===== src/rtl/audio_hp_pkg.sv =====
// Shared types and helpers for the multi-channel DC-blocking high-pass stage.
package audio_hp_pkg;

  typedef enum logic [1:0] {
    MODE_BYPASS = 2'b00,
    MODE_FILTER = 2'b01,
    MODE_MUTE   = 2'b10,
    MODE_HOLD   = 2'b11
  } mode_t;

  typedef enum logic [1:0] {
    IDLE = 2'd0,
    CALC = 2'd1,
    OUT  = 2'd2
  } state_t;

  localparam int SAT_MAXW = 64;

  // Clamp a sign-extended value into the signed range of a w-bit word.
  function automatic logic signed [SAT_MAXW-1:0] saturate(
    input logic signed [SAT_MAXW-1:0] v,
    input int                         w
  );
    logic signed [SAT_MAXW-1:0] hi;
    logic signed [SAT_MAXW-1:0] lo;
    hi = (64'sd1 <<< (w - 1)) - 64'sd1;
    lo = -(64'sd1 <<< (w - 1));
    if (v > hi) return hi;
    if (v < lo) return lo;
    return v;
  endfunction

endpackage


===== src/rtl/audio_hp_stage_if.sv =====
// Frame bus between the codec wrapper and the high-pass stage.
interface audio_hp_stage_if #(
  parameter int CH     = 2,
  parameter int W      = 24,
  parameter int COEF_W = 16
);
  logic                ready_i;
  logic [CH*W-1:0]     din;
  logic [1:0]          mode;
  logic [COEF_W-1:0]   alpha;
  logic                clr_ovr;
  logic [CH*W-1:0]     dout;
  logic                dout_valid;
  logic                busy;
  logic                overrun;

  modport master (
    output ready_i, din, mode, alpha, clr_ovr,
    input  dout, dout_valid, busy, overrun
  );

  modport slave (
    input  ready_i, din, mode, alpha, clr_ovr,
    output dout, dout_valid, busy, overrun
  );
endinterface


===== src/rtl/hp_channel_mac.sv =====
// Combinational single-channel datapath: y = sat(x - x_prev + (alpha*y_prev >>> (COEF_W-1))).
module hp_channel_mac
  import audio_hp_pkg::*;
#(
  parameter int W      = 24,
  parameter int COEF_W = 16
) (
  input  logic signed [W-1:0]      x,
  input  logic signed [W-1:0]      x_prev,
  input  logic signed [W-1:0]      y_prev,
  input  logic signed [COEF_W-1:0] alpha,
  input  mode_t                    mode,
  output logic signed [W-1:0]      result,
  output logic signed [W-1:0]      y_next
);

  logic signed [W:0]          diff;
  logic signed [W+COEF_W-1:0] prod;
  logic signed [W+1:0]        fb;
  logic signed [W+1:0]        sum;
  logic signed [W-1:0]        y_sat;

  always_comb begin
    diff  = {x[W-1], x} - {x_prev[W-1], x_prev};
    prod  = alpha * y_prev;
    // |alpha| <= 1, so the shifted feedback always fits in W+1 bits.
    fb    = (W+2)'(prod >>> (COEF_W - 1));
    sum   = {diff[W], diff} + fb;
    y_sat = W'(saturate({{(SAT_MAXW-W-2){sum[W+1]}}, sum}, W));

    result = y_sat;
    y_next = y_sat;
    case (mode)
      MODE_BYPASS: begin
        result = x;
        y_next = '0;
      end
      MODE_MUTE: begin
        result = '0;
        y_next = '0;
      end
      default: ;
    endcase
  end

endmodule


===== src/rtl/audio_hp_stage.sv =====
// Time-multiplexed multi-channel DC-blocking high-pass stage, one channel per clock.
module audio_hp_stage
  import audio_hp_pkg::*;
#(
  parameter int CH     = 2,
  parameter int W      = 24,
  parameter int COEF_W = 16
) (
  input logic              clk,
  input logic              reset_n,
  audio_hp_stage_if.slave  bus
);

  localparam int CH_IDX_W = (CH > 1) ? $clog2(CH) : 1;

  state_t                    state, state_nxt;
  logic [CH_IDX_W-1:0]       ch;
  logic                      capture;
  logic                      last_ch;

  logic signed [W-1:0]       x_cap    [CH];
  logic signed [W-1:0]       x_prev   [CH];
  logic signed [W-1:0]       y_prev   [CH];
  logic signed [W-1:0]       res_bank [CH];
  mode_t                     mode_cap;
  logic signed [COEF_W-1:0]  alpha_cap;

  logic signed [W-1:0]       mac_result;
  logic signed [W-1:0]       mac_y_next;

  logic [CH*W-1:0]           dout_q;
  logic                      dout_valid_q;
  logic                      overrun_q;

  assign last_ch = (ch == CH_IDX_W'(CH - 1));

  always_comb begin
    state_nxt = state;
    capture   = 1'b0;
    case (state)
      IDLE: if (bus.ready_i) begin
        state_nxt = CALC;
        capture   = 1'b1;
      end
      CALC:    if (last_ch) state_nxt = OUT;
      OUT:     state_nxt = IDLE;
      default: state_nxt = IDLE;
    endcase
  end

  // NOTE: every clocked process uses <= so all flops update from pre-edge values.
  always_ff @(posedge clk or negedge reset_n) begin
    if (!reset_n) state <= IDLE;
    else          state <= state_nxt;
  end

  hp_channel_mac #(.W(W), .COEF_W(COEF_W)) u_mac (
    .x      (x_cap[ch]),
    .x_prev (x_prev[ch]),
    .y_prev (y_prev[ch]),
    .alpha  (alpha_cap),
    .mode   (mode_cap),
    .result (mac_result),
    .y_next (mac_y_next)
  );

  // NOTE: history and result banks are small flop arrays, not RAM, so they take the async reset.
  always_ff @(posedge clk or negedge reset_n) begin
    if (!reset_n) begin
      for (int i = 0; i < CH; i++) begin
        x_cap[i]    <= '0;
        x_prev[i]   <= '0;
        y_prev[i]   <= '0;
        res_bank[i] <= '0;
      end
      mode_cap     <= MODE_BYPASS;
      alpha_cap    <= '0;
      ch           <= '0;
      dout_q       <= '0;
      dout_valid_q <= 1'b0;
      overrun_q    <= 1'b0;
    end else begin
      if (capture) begin
        for (int i = 0; i < CH; i++) x_cap[i] <= bus.din[i*W +: W];
        mode_cap  <= mode_t'(bus.mode);
        alpha_cap <= bus.alpha;
        ch        <= '0;
      end else if (state == CALC) begin
        res_bank[ch] <= mac_result;
        x_prev[ch]   <= x_cap[ch];
        y_prev[ch]   <= mac_y_next;
        ch           <= ch + 1'b1;
      end

      dout_valid_q <= (state == OUT) && (mode_cap != MODE_HOLD);
      if ((state == OUT) && (mode_cap != MODE_HOLD))
        for (int i = 0; i < CH; i++) dout_q[i*W +: W] <= res_bank[i];

      // A new overrun event takes priority over a coincident clear.
      if (bus.ready_i && (state != IDLE)) overrun_q <= 1'b1;
      else if (bus.clr_ovr)               overrun_q <= 1'b0;
    end
  end

  assign bus.dout       = dout_q;
  assign bus.dout_valid = dout_valid_q;
  assign bus.busy       = (state != IDLE);
  assign bus.overrun    = overrun_q;

endmodule


===== src/flat_wrapper.sv =====
// flat-port wrapper written by rule: the top's interface ports become plain ports
module audio_hp_stage_flat import audio_hp_pkg::*;
#(
  parameter int CH     = 2,
  parameter int W      = 24,
  parameter int COEF_W = 16
)
  (clk, reset_n, bus_ready_i, bus_din, bus_mode, bus_alpha, bus_clr_ovr, bus_dout, bus_dout_valid, bus_busy, bus_overrun);
  audio_hp_stage_if #(.CH(CH), .W(W), .COEF_W(COEF_W)) bus_i ();
  input logic clk;
  input logic reset_n;
  input wire logic [$bits(bus_i.ready_i)-1:0] bus_ready_i;
  input wire logic [$bits(bus_i.din)-1:0] bus_din;
  input wire logic [$bits(bus_i.mode)-1:0] bus_mode;
  input wire logic [$bits(bus_i.alpha)-1:0] bus_alpha;
  input wire logic [$bits(bus_i.clr_ovr)-1:0] bus_clr_ovr;
  output wire logic [$bits(bus_i.dout)-1:0] bus_dout;
  output wire logic [$bits(bus_i.dout_valid)-1:0] bus_dout_valid;
  output wire logic [$bits(bus_i.busy)-1:0] bus_busy;
  output wire logic [$bits(bus_i.overrun)-1:0] bus_overrun;
  assign bus_i.ready_i = bus_ready_i;
  assign bus_i.din = bus_din;
  assign bus_i.mode = bus_mode;
  assign bus_i.alpha = bus_alpha;
  assign bus_i.clr_ovr = bus_clr_ovr;
  assign bus_dout = bus_i.dout;
  assign bus_dout_valid = bus_i.dout_valid;
  assign bus_busy = bus_i.busy;
  assign bus_overrun = bus_i.overrun;
  audio_hp_stage #(.CH(CH), .W(W), .COEF_W(COEF_W)) u_core (.clk(clk), .reset_n(reset_n), .bus(bus_i));
endmodule

===== config.mk =====
export PLATFORM = sky130hd
export DESIGN_NAME = audio_hp_stage_flat
export DESIGN_NICKNAME = d
export VERILOG_FILES = /design/src/rtl/audio_hp_pkg.sv /design/src/rtl/audio_hp_stage_if.sv /design/src/rtl/hp_channel_mac.sv /design/src/rtl/audio_hp_stage.sv /design/src/flat_wrapper.sv
export SDC_FILE = /design/constraint.sdc
export NUM_CORES = 2
export LEC_CHECK = 0
export ABC_AREA = 1
export BUFFER_PORTS_ARGS = -buffer_cell sky130_fd_sc_hd__buf_2
export CAP_MARGIN = 15
export CELL_PAD_IN_SITES_DETAIL_PLACEMENT = 0
export CELL_PAD_IN_SITES_GLOBAL_PLACEMENT = 2
export CORE_ASPECT_RATIO = 1.25
export CORE_MARGIN = 5
export CORE_UTILIZATION = 40
export DETAILED_ROUTE_END_ITERATION = 16
export GPL_ROUTABILITY_DRIVEN = 0
export MAX_ROUTING_LAYER = met4
export PLACE_DENSITY = 0.85
export SKIP_CTS_REPAIR_TIMING = 1
export SYNTH_ARGS = -nofsm -noshare
export SYNTH_HDL_FRONTEND = slang
export SYNTH_SLANG_ARGS = --single-unit

===== constraint.sdc =====
create_clock -name clk -period 13.7 [get_ports clk]
set_clock_uncertainty 0.05 [all_clocks]
set_input_delay 0.685 -clock clk [delete_from_list [all_inputs] [get_ports clk]]
set_output_delay 0.685 -clock clk [all_outputs]
set_load 0.005 [all_outputs]

==> Word level (Yosys, flattened, before mapping) <==
Index checks and enable logic that the tools add are counted.
{ "classes": {"add_sub_neg": 3, "mul": 1, "magnitude_cmp": 4, "eq_ne": 6, "mux": 32, "n_bitwise": 2, "reduce_logical": 11} }
{ "op_table": {"columns": ["cell", "count"], "rows": [
  ["24-bit two-way mux", 15],
  ["48-bit bitwise mux", 3],
  ["24-bit case mux with 2 select lines", 1],
  ["16-bit by 24-bit multiplier with 40-bit output", 1],
  ["25-bit by 25-bit adder with 26-bit output", 1],
  ["26-bit by 24-bit greater-than comparator with 1-bit output (second input constant)", 1],
  ["26-bit by 24-bit less-than comparator with 1-bit output (second input constant)", 1],
  ["24-bit by 24-bit subtractor with 25-bit output", 1],
  ["24-bit demux with 1-bit select", 1],
  ["1-bit two-way mux", 9],
  ["2-bit nonzero test", 3],
  ["2-bit equality test (second input constant)", 2],
  ["2-bit zero test", 2],
  ["2-bit two-way mux", 2],
  ["2-bit != test (second input constant)", 2],
  ["2-bit case mux with 2 select lines", 1],
  ["2-bit AND reduction", 2],
  ["1-bit logical AND", 3],
  ["2-bit by 1-bit equality test with 1-bit output (second input constant)", 1],
  ["2-bit >= comparator (second input constant)", 1],
  ["2-bit by 1-bit less-than comparator with 1-bit output (second input constant)", 1],
  ["2-bit by 1-bit != test with 1-bit output (second input constant)", 1],
  ["1-bit inverter with 2-bit output", 1],
  ["2-bit OR reduction", 1],
  ["2 further kinds", 2]
]} }
{ "word_totals": {"reg_bits": 263, "inputBits": 70, "output_inout_bits": 51, "elab_cells": 74} }

==> Logic depth before layout (Yosys ltp) <==
{ "logic_depth": {"depth_word": 13, "ltp_mapped": 52, "mapped_depth_nobuf": 48} }

==> Modules after synthesis <==
Synthesis repeated with hierarchy kept, for this count alone.
{ "unflattened": {"cells_unflattened": 3811, "area_unflattened_um2": 28848.9} }
{ "by_module_without_submodules": {"columns": ["module", "instances", "cells_per_inst", "area_each_um2", "seq_area_each_um2"], "rows": [
  ["hp_channel_mac", 1, 2446, 17683.2, 0.0],
  ["audio_hp_stage", 1, 1365, 11165.7, 6581.3]
]} }

==> Worst setup path after synthesis <==
Ideal clock, no wire load.
{ "synth_timing": {"path_type": "register to register", "startpoint": "register u_core.ch", "endpoint": "register u_core.y_prev[18] (netlist bit)", "arrival_ns": 8.191, "required_ns": 13.530, "slack_ns": 5.339, "path_stages_with_launch": 49, "path_buffers": 5, "period_less_slack_ns": 8.361, "cell_sequence": "dfrtp_1 -> buf_2 -> buf_2 -> clkbuf_1 -> or2_2 -> nand2_1 -> inv_1 -> clkbuf_1 -> nand2_1 -> fa_1 -> inv_1 -> fa_1 -> inv_1 -> fa_1 -> inv_1 -> fa_1 -> fa_1 -> inv_1 -> (+13 left out) -> fa_1 -> inv_1 -> ha_1 -> nand2_1 -> inv_1 -> nand2_1 -> nand2_1 -> a21oi_1 -> nand3_2 -> nand2_1 -> nand2_1 -> nand2_1 -> nand2_4 -> buf_12 -> nand3_2 -> nand2_1 -> nand2_1 -> o21ai_2"} }
{ "synth_via": {"elab_chain_cells": 13, "word_cells_on_any_way": 28, "classes_between": "add/sub (2); mul (1); order compare (4); mux (19); bitwise (1); reduce/logical (1)"} }
{ "synth_rtl": {"columns": ["element", "line_no", "rtl"], "rows": [
  ["start: declaration", "audio_hp_stage.sv:17", "logic [CH_IDX_W-1:0] ch;"],
  ["start signal: assignment", "audio_hp_stage.sv:92", "ch <= ch + 1'b1;"],
  ["1-bit inverter with 2-bit output (not written as such) (*)", null, null],
  ["24-bit two-way mux, on equally long branches (3 in series)", "audio_hp_stage.sv:60, audio_hp_stage.sv:58, audio_hp_stage.sv:59", null],
  ["16-bit by 24-bit multiplier with 40-bit output or 24-bit by 24-bit subtractor with 25-bit output (tied branches)", "hp_channel_mac.sv:25, hp_channel_mac.sv:24", null],
  ["25-bit by 25-bit adder with 26-bit output", "hp_channel_mac.sv:28", "sum = {diff[W], diff} + fb;"],
  ["26-bit by 24-bit less-than comparator with 1-bit output", "audio_hp_pkg.sv:29", "if (v < lo) return lo;"],
  ["1-bit two-way mux (2 in series)", "audio_hp_pkg.sv:29", null],
  ["24-bit two-way mux", "audio_hp_pkg.sv:30", "return v;"],
  ["24-bit two-way mux", "audio_hp_pkg.sv:29", null],
  ["24-bit two-way mux", "hp_channel_mac.sv:33", "case (mode)"],
  ["48-bit bitwise mux (*)", "audio_hp_stage.sv:91", "y_prev[ch] <= mac_y_next;"],
  ["end signal: indexed assignment", "audio_hp_stage.sv:91", null],
  ["end: declaration", "audio_hp_stage.sv:23", "logic signed [W-1:0] y_prev [CH];"]
]} }
Every way passes the cells marked *; elsewhere a longest branch is shown, timed or not. The select of a mux whose other input is x is not followed.
A chain may end at the register's enable or synchronous reset.

==> Worst setup path in the final report <==
{ "layout_timing": {"startpoint": "register u_core.ch", "endpoint": "register u_core.res_bank[3] (netlist bit)"} }
{ "layout_via": {"elab_chain_cells": 13, "word_cells_on_any_way": 28, "classes_between": "add/sub (2); mul (1); order compare (4); mux (19); bitwise (1); reduce/logical (1)"} }
{ "layout_rtl": {"columns": ["element", "line_no", "rtl"], "rows": [
  ["1-bit inverter with 2-bit output (not written as such) (*)", null, null],
  ["24-bit two-way mux, on equally long branches (3 in series)", "audio_hp_stage.sv:60, audio_hp_stage.sv:58, audio_hp_stage.sv:59", null],
  ["16-bit by 24-bit multiplier with 40-bit output or 24-bit by 24-bit subtractor with 25-bit output (tied branches)", "hp_channel_mac.sv:25, hp_channel_mac.sv:24", null],
  ["25-bit by 25-bit adder with 26-bit output", "hp_channel_mac.sv:28", null],
  ["26-bit by 24-bit less-than comparator with 1-bit output", "audio_hp_pkg.sv:29", null],
  ["1-bit two-way mux (2 in series)", "audio_hp_pkg.sv:29", null],
  ["24-bit two-way mux", "audio_hp_pkg.sv:30", null],
  ["24-bit two-way mux", "audio_hp_pkg.sv:29", null],
  ["24-bit case mux with 2 select lines", "hp_channel_mac.sv:33", null],
  ["48-bit bitwise mux (*)", "audio_hp_stage.sv:89", "res_bank[ch] <= mac_result;"],
  ["end signal: indexed assignment", "audio_hp_stage.sv:89", null],
  ["end: declaration", "audio_hp_stage.sv:24", "logic signed [W-1:0] res_bank [CH];"]
]} }
Marked as above.

==> out/results.tsv <==
metric	value	unit
DR pass1 iterations	5	
f_max	92.25	MHz
Max Slew Vio Count	0	
CTS sink count	263	
final WL	85800	µm
slowest stage delay, CP	0.85	ns
area grow syn2layout	9.294	%
vias in the first global route	23777	
Tot GR Track Use	0.2442	
area of the core	68010	µm²
Hold/Removal Path Class	primary input to async pin	
Critical Path Start	u_core.ch	
largest net degree at the start of global routing	132	
drt drc	0	
global-route wire length before repair	136700	µm
Tcrit/Tclk final	0.7912	
Starting Density	0.4026	
TritonCTS Buffers	29	
htree depth	1	
worst path arrival time	11.26	ns
critical setup path kind	flop to flop	
DP Worst Slack	2.876	ns
Setup crit end kind	flop	
fin nets	4037	
CTS root buf	clkbuf_16	
yosys warns	0	
CP Launch Type	flop	
RSZ-0062 raised after global routing	no	
antenna violations before repair	0	
die span in x	244.0	µm
most frequent CP cell	nand2_1	
Synth Area in Simple Gates	0.2177	
Antenna Nets Post-Route	0	
CTS tree	yes	
1st-iter DRT viols	1420	
ratio of cells with drive above 1 in the final layout	0.1000	
biggest area consumer among synthesized cells	fa_1	
Critical Path Fanout Max	42	
main combinational cell family by area after synthesis	adder cells	
clk slew on worst S/H paths	0.07	ns
Syn Area/Cell	8.090	µm²
Antenna Cells	0	
Wirelength per Cell	19.76	µm
number of endpoints failing setup at the final stage	0	
DPL Wire Length	69020	µm
Worst-Margin Slew	1.082	ns
largest cells by area after synthesis	fa_1, dfrtp_1, nand2_1	
CTS Buffer Depth	3	
status	completed	
Die Y	302.5	µm
worst hold margin	0.1900	ns
Compound-Gate Fraction of Synth Area	0.05478	
PortBufs	120	
Clock Latency Late Sink	0.61	ns
# IOs	121	
row cnt	107	
setup_tns	0	ns
Worst R2R Start	u_core.ch	
sequential share of the synthesized area	0.2403	
Worst EP required	14.12	ns
Crit-path slowest cell	fa_1	
Via density	5.019	
Max-Cap Viols	0	
via count	21791	
flip-flop and latch count after synthesis	263	
area of the die	73820	µm²
crit path time final	10.84	ns
Netlist cell types	45	
Final Hold Fails	0	
synthesized area	27380	µm²
post-synthesis xor/xnor area fraction	0.01695	
grt ovf	0	
Mapped Nets	3974	
mux share of post-synthesis cell area	0.01334	
Synth Area in Adders	0.3462	
Synth top area share	0.2910	
Slew HR	0.2784	
setup ws final	2.860	ns
synthesized instance count	3385	
[state kept, by name (all words and copies together) (netlist names)]
| register | count |
|---|---|
| u_core.state | 2 |
| u_core.y_prev | 48 |
| u_core.x_prev | 48 |
| u_core.bus.dout_valid | 1 |
| u_core.alpha_cap | 16 |
| u_core.ch | 1 |
| u_core.bus.dout | 48 |
| u_core.bus.overrun | 1 |
| u_core.mode_cap | 2 |
| u_core.x_cap | 48 |
| u_core.res_bank | 48 |
[worst max-delay path: cells and delay by family (launching register included)]
kind	cells	cell delay (ns)
DFF	1	0.58
AOI/OAI and AO/OA	2	0.60
and+or+nand+nor	20	3.19
xor gates and xnor gates	1	0.21
buffers and inverters	6	1.40
adders and majority gates	9	4.66
[cells by family after synthesis]
| group | after synthesis |
|---|---|
| buffers and inverters | 786 |
| adders and majority gates | 519 |
| xor gates and xnor gates | 53 |
| muxes | 33 |
| and+or+nand+nor | 1463 |
| DFF | 263 |
| AOI/OAI and AO/OA | 268 |
[metrics by stage]
step / instance area (µm²) / std cells / util
2_1_floorplan: 27380 / 3385 / -
3_3_place_gp: 28820 / 4288 / 0.4238
3_5_place_dp: 28830 / 4289 / 0.4239
4_1_cts: 29930 / 4342 / 0.4401
5_1_grt: 29930 / 4342 / 0.4401
6_report: 29930 / 4342 / 0.4401
[final timing paths]
check,endpoint,slack [ns],cells past startpoint
worst max-delay path,u_core.res_bank[3],2.86,38
worst min-delay path,u_core.bus.dout[18],0.19,1
worst max register to register,u_core.res_bank[3],2.86,38
worst min register to register,u_core.x_prev[3],0.42,2
max in group asynchronous,u_core.ch,11.83,2
min in group clk,u_core.bus.overrun,0.25,2
[cell usage after synthesis (all sizes together)]
cell type  number
nand4          15
or2            36
nand3          76
a31o            2
nand3b          3
a21o            7
and2            1
inv           654
o21bai          7
a211oi          1
a21boi          4
xnor2          28
mux2           28
xor2           25
ha            121
a21oi         100
mux2i           5
nor3           11
o21ai         133
nor4            1
clkinv         11
o21a            4
a221oi          1
nand2        1030
clkbuf         86
a31oi           7
nor2          290
o221ai          1
buf            35
o211ai          1
dfrtp         263
fa            398
[layout by cell type, fill, tap and decap left out, drive strengths merged, types with 8 or more instances in the layout]
| cell type | instances |
|---|---|
| a21oi | 100 |
| clkbuf | 33 |
| clkinv | 18 |
| xor2 | 25 |
| nand2 | 1030 |
| buf | 153 |
| bufinv | 8 |
| nor2 | 290 |
| nor3 | 11 |
| ha | 121 |
| fa | 398 |
| dfrtp | 263 |
| xnor2 | 28 |
| o21ai | 133 |
| nand3 | 76 |
| or2 | 36 |
| nand4 | 15 |
| mux2 | 28 |
| inv | 656 |
[area by class of cell]
| type | count | area, µm² |
|---|---|---|
| Timing Repair Buffer | 153 | 858.3 |
| Tap cell | 872 | 1091 |
| Inverter | 665 | 2496 |
| Fill cell | 6909 | 38080 |
| Sequential cell | 263 | 6585 |
| Clock buffer | 33 | 760.7 |
| Multi-Input combinational cell | 2336 | 17800 |
| Clock inverter | 20 | 336.6 |
[per-layer routing]
metal,track usage,share of wire
met1,0.2892,0.40
met2,0.4389,0.52
met3,0.02546,0.040
met4,0.08035,0.040
met5,-,0
Power is not shown: default switching activity piles up to over one toggle a cycle in this logic, so the estimate is an artifact.
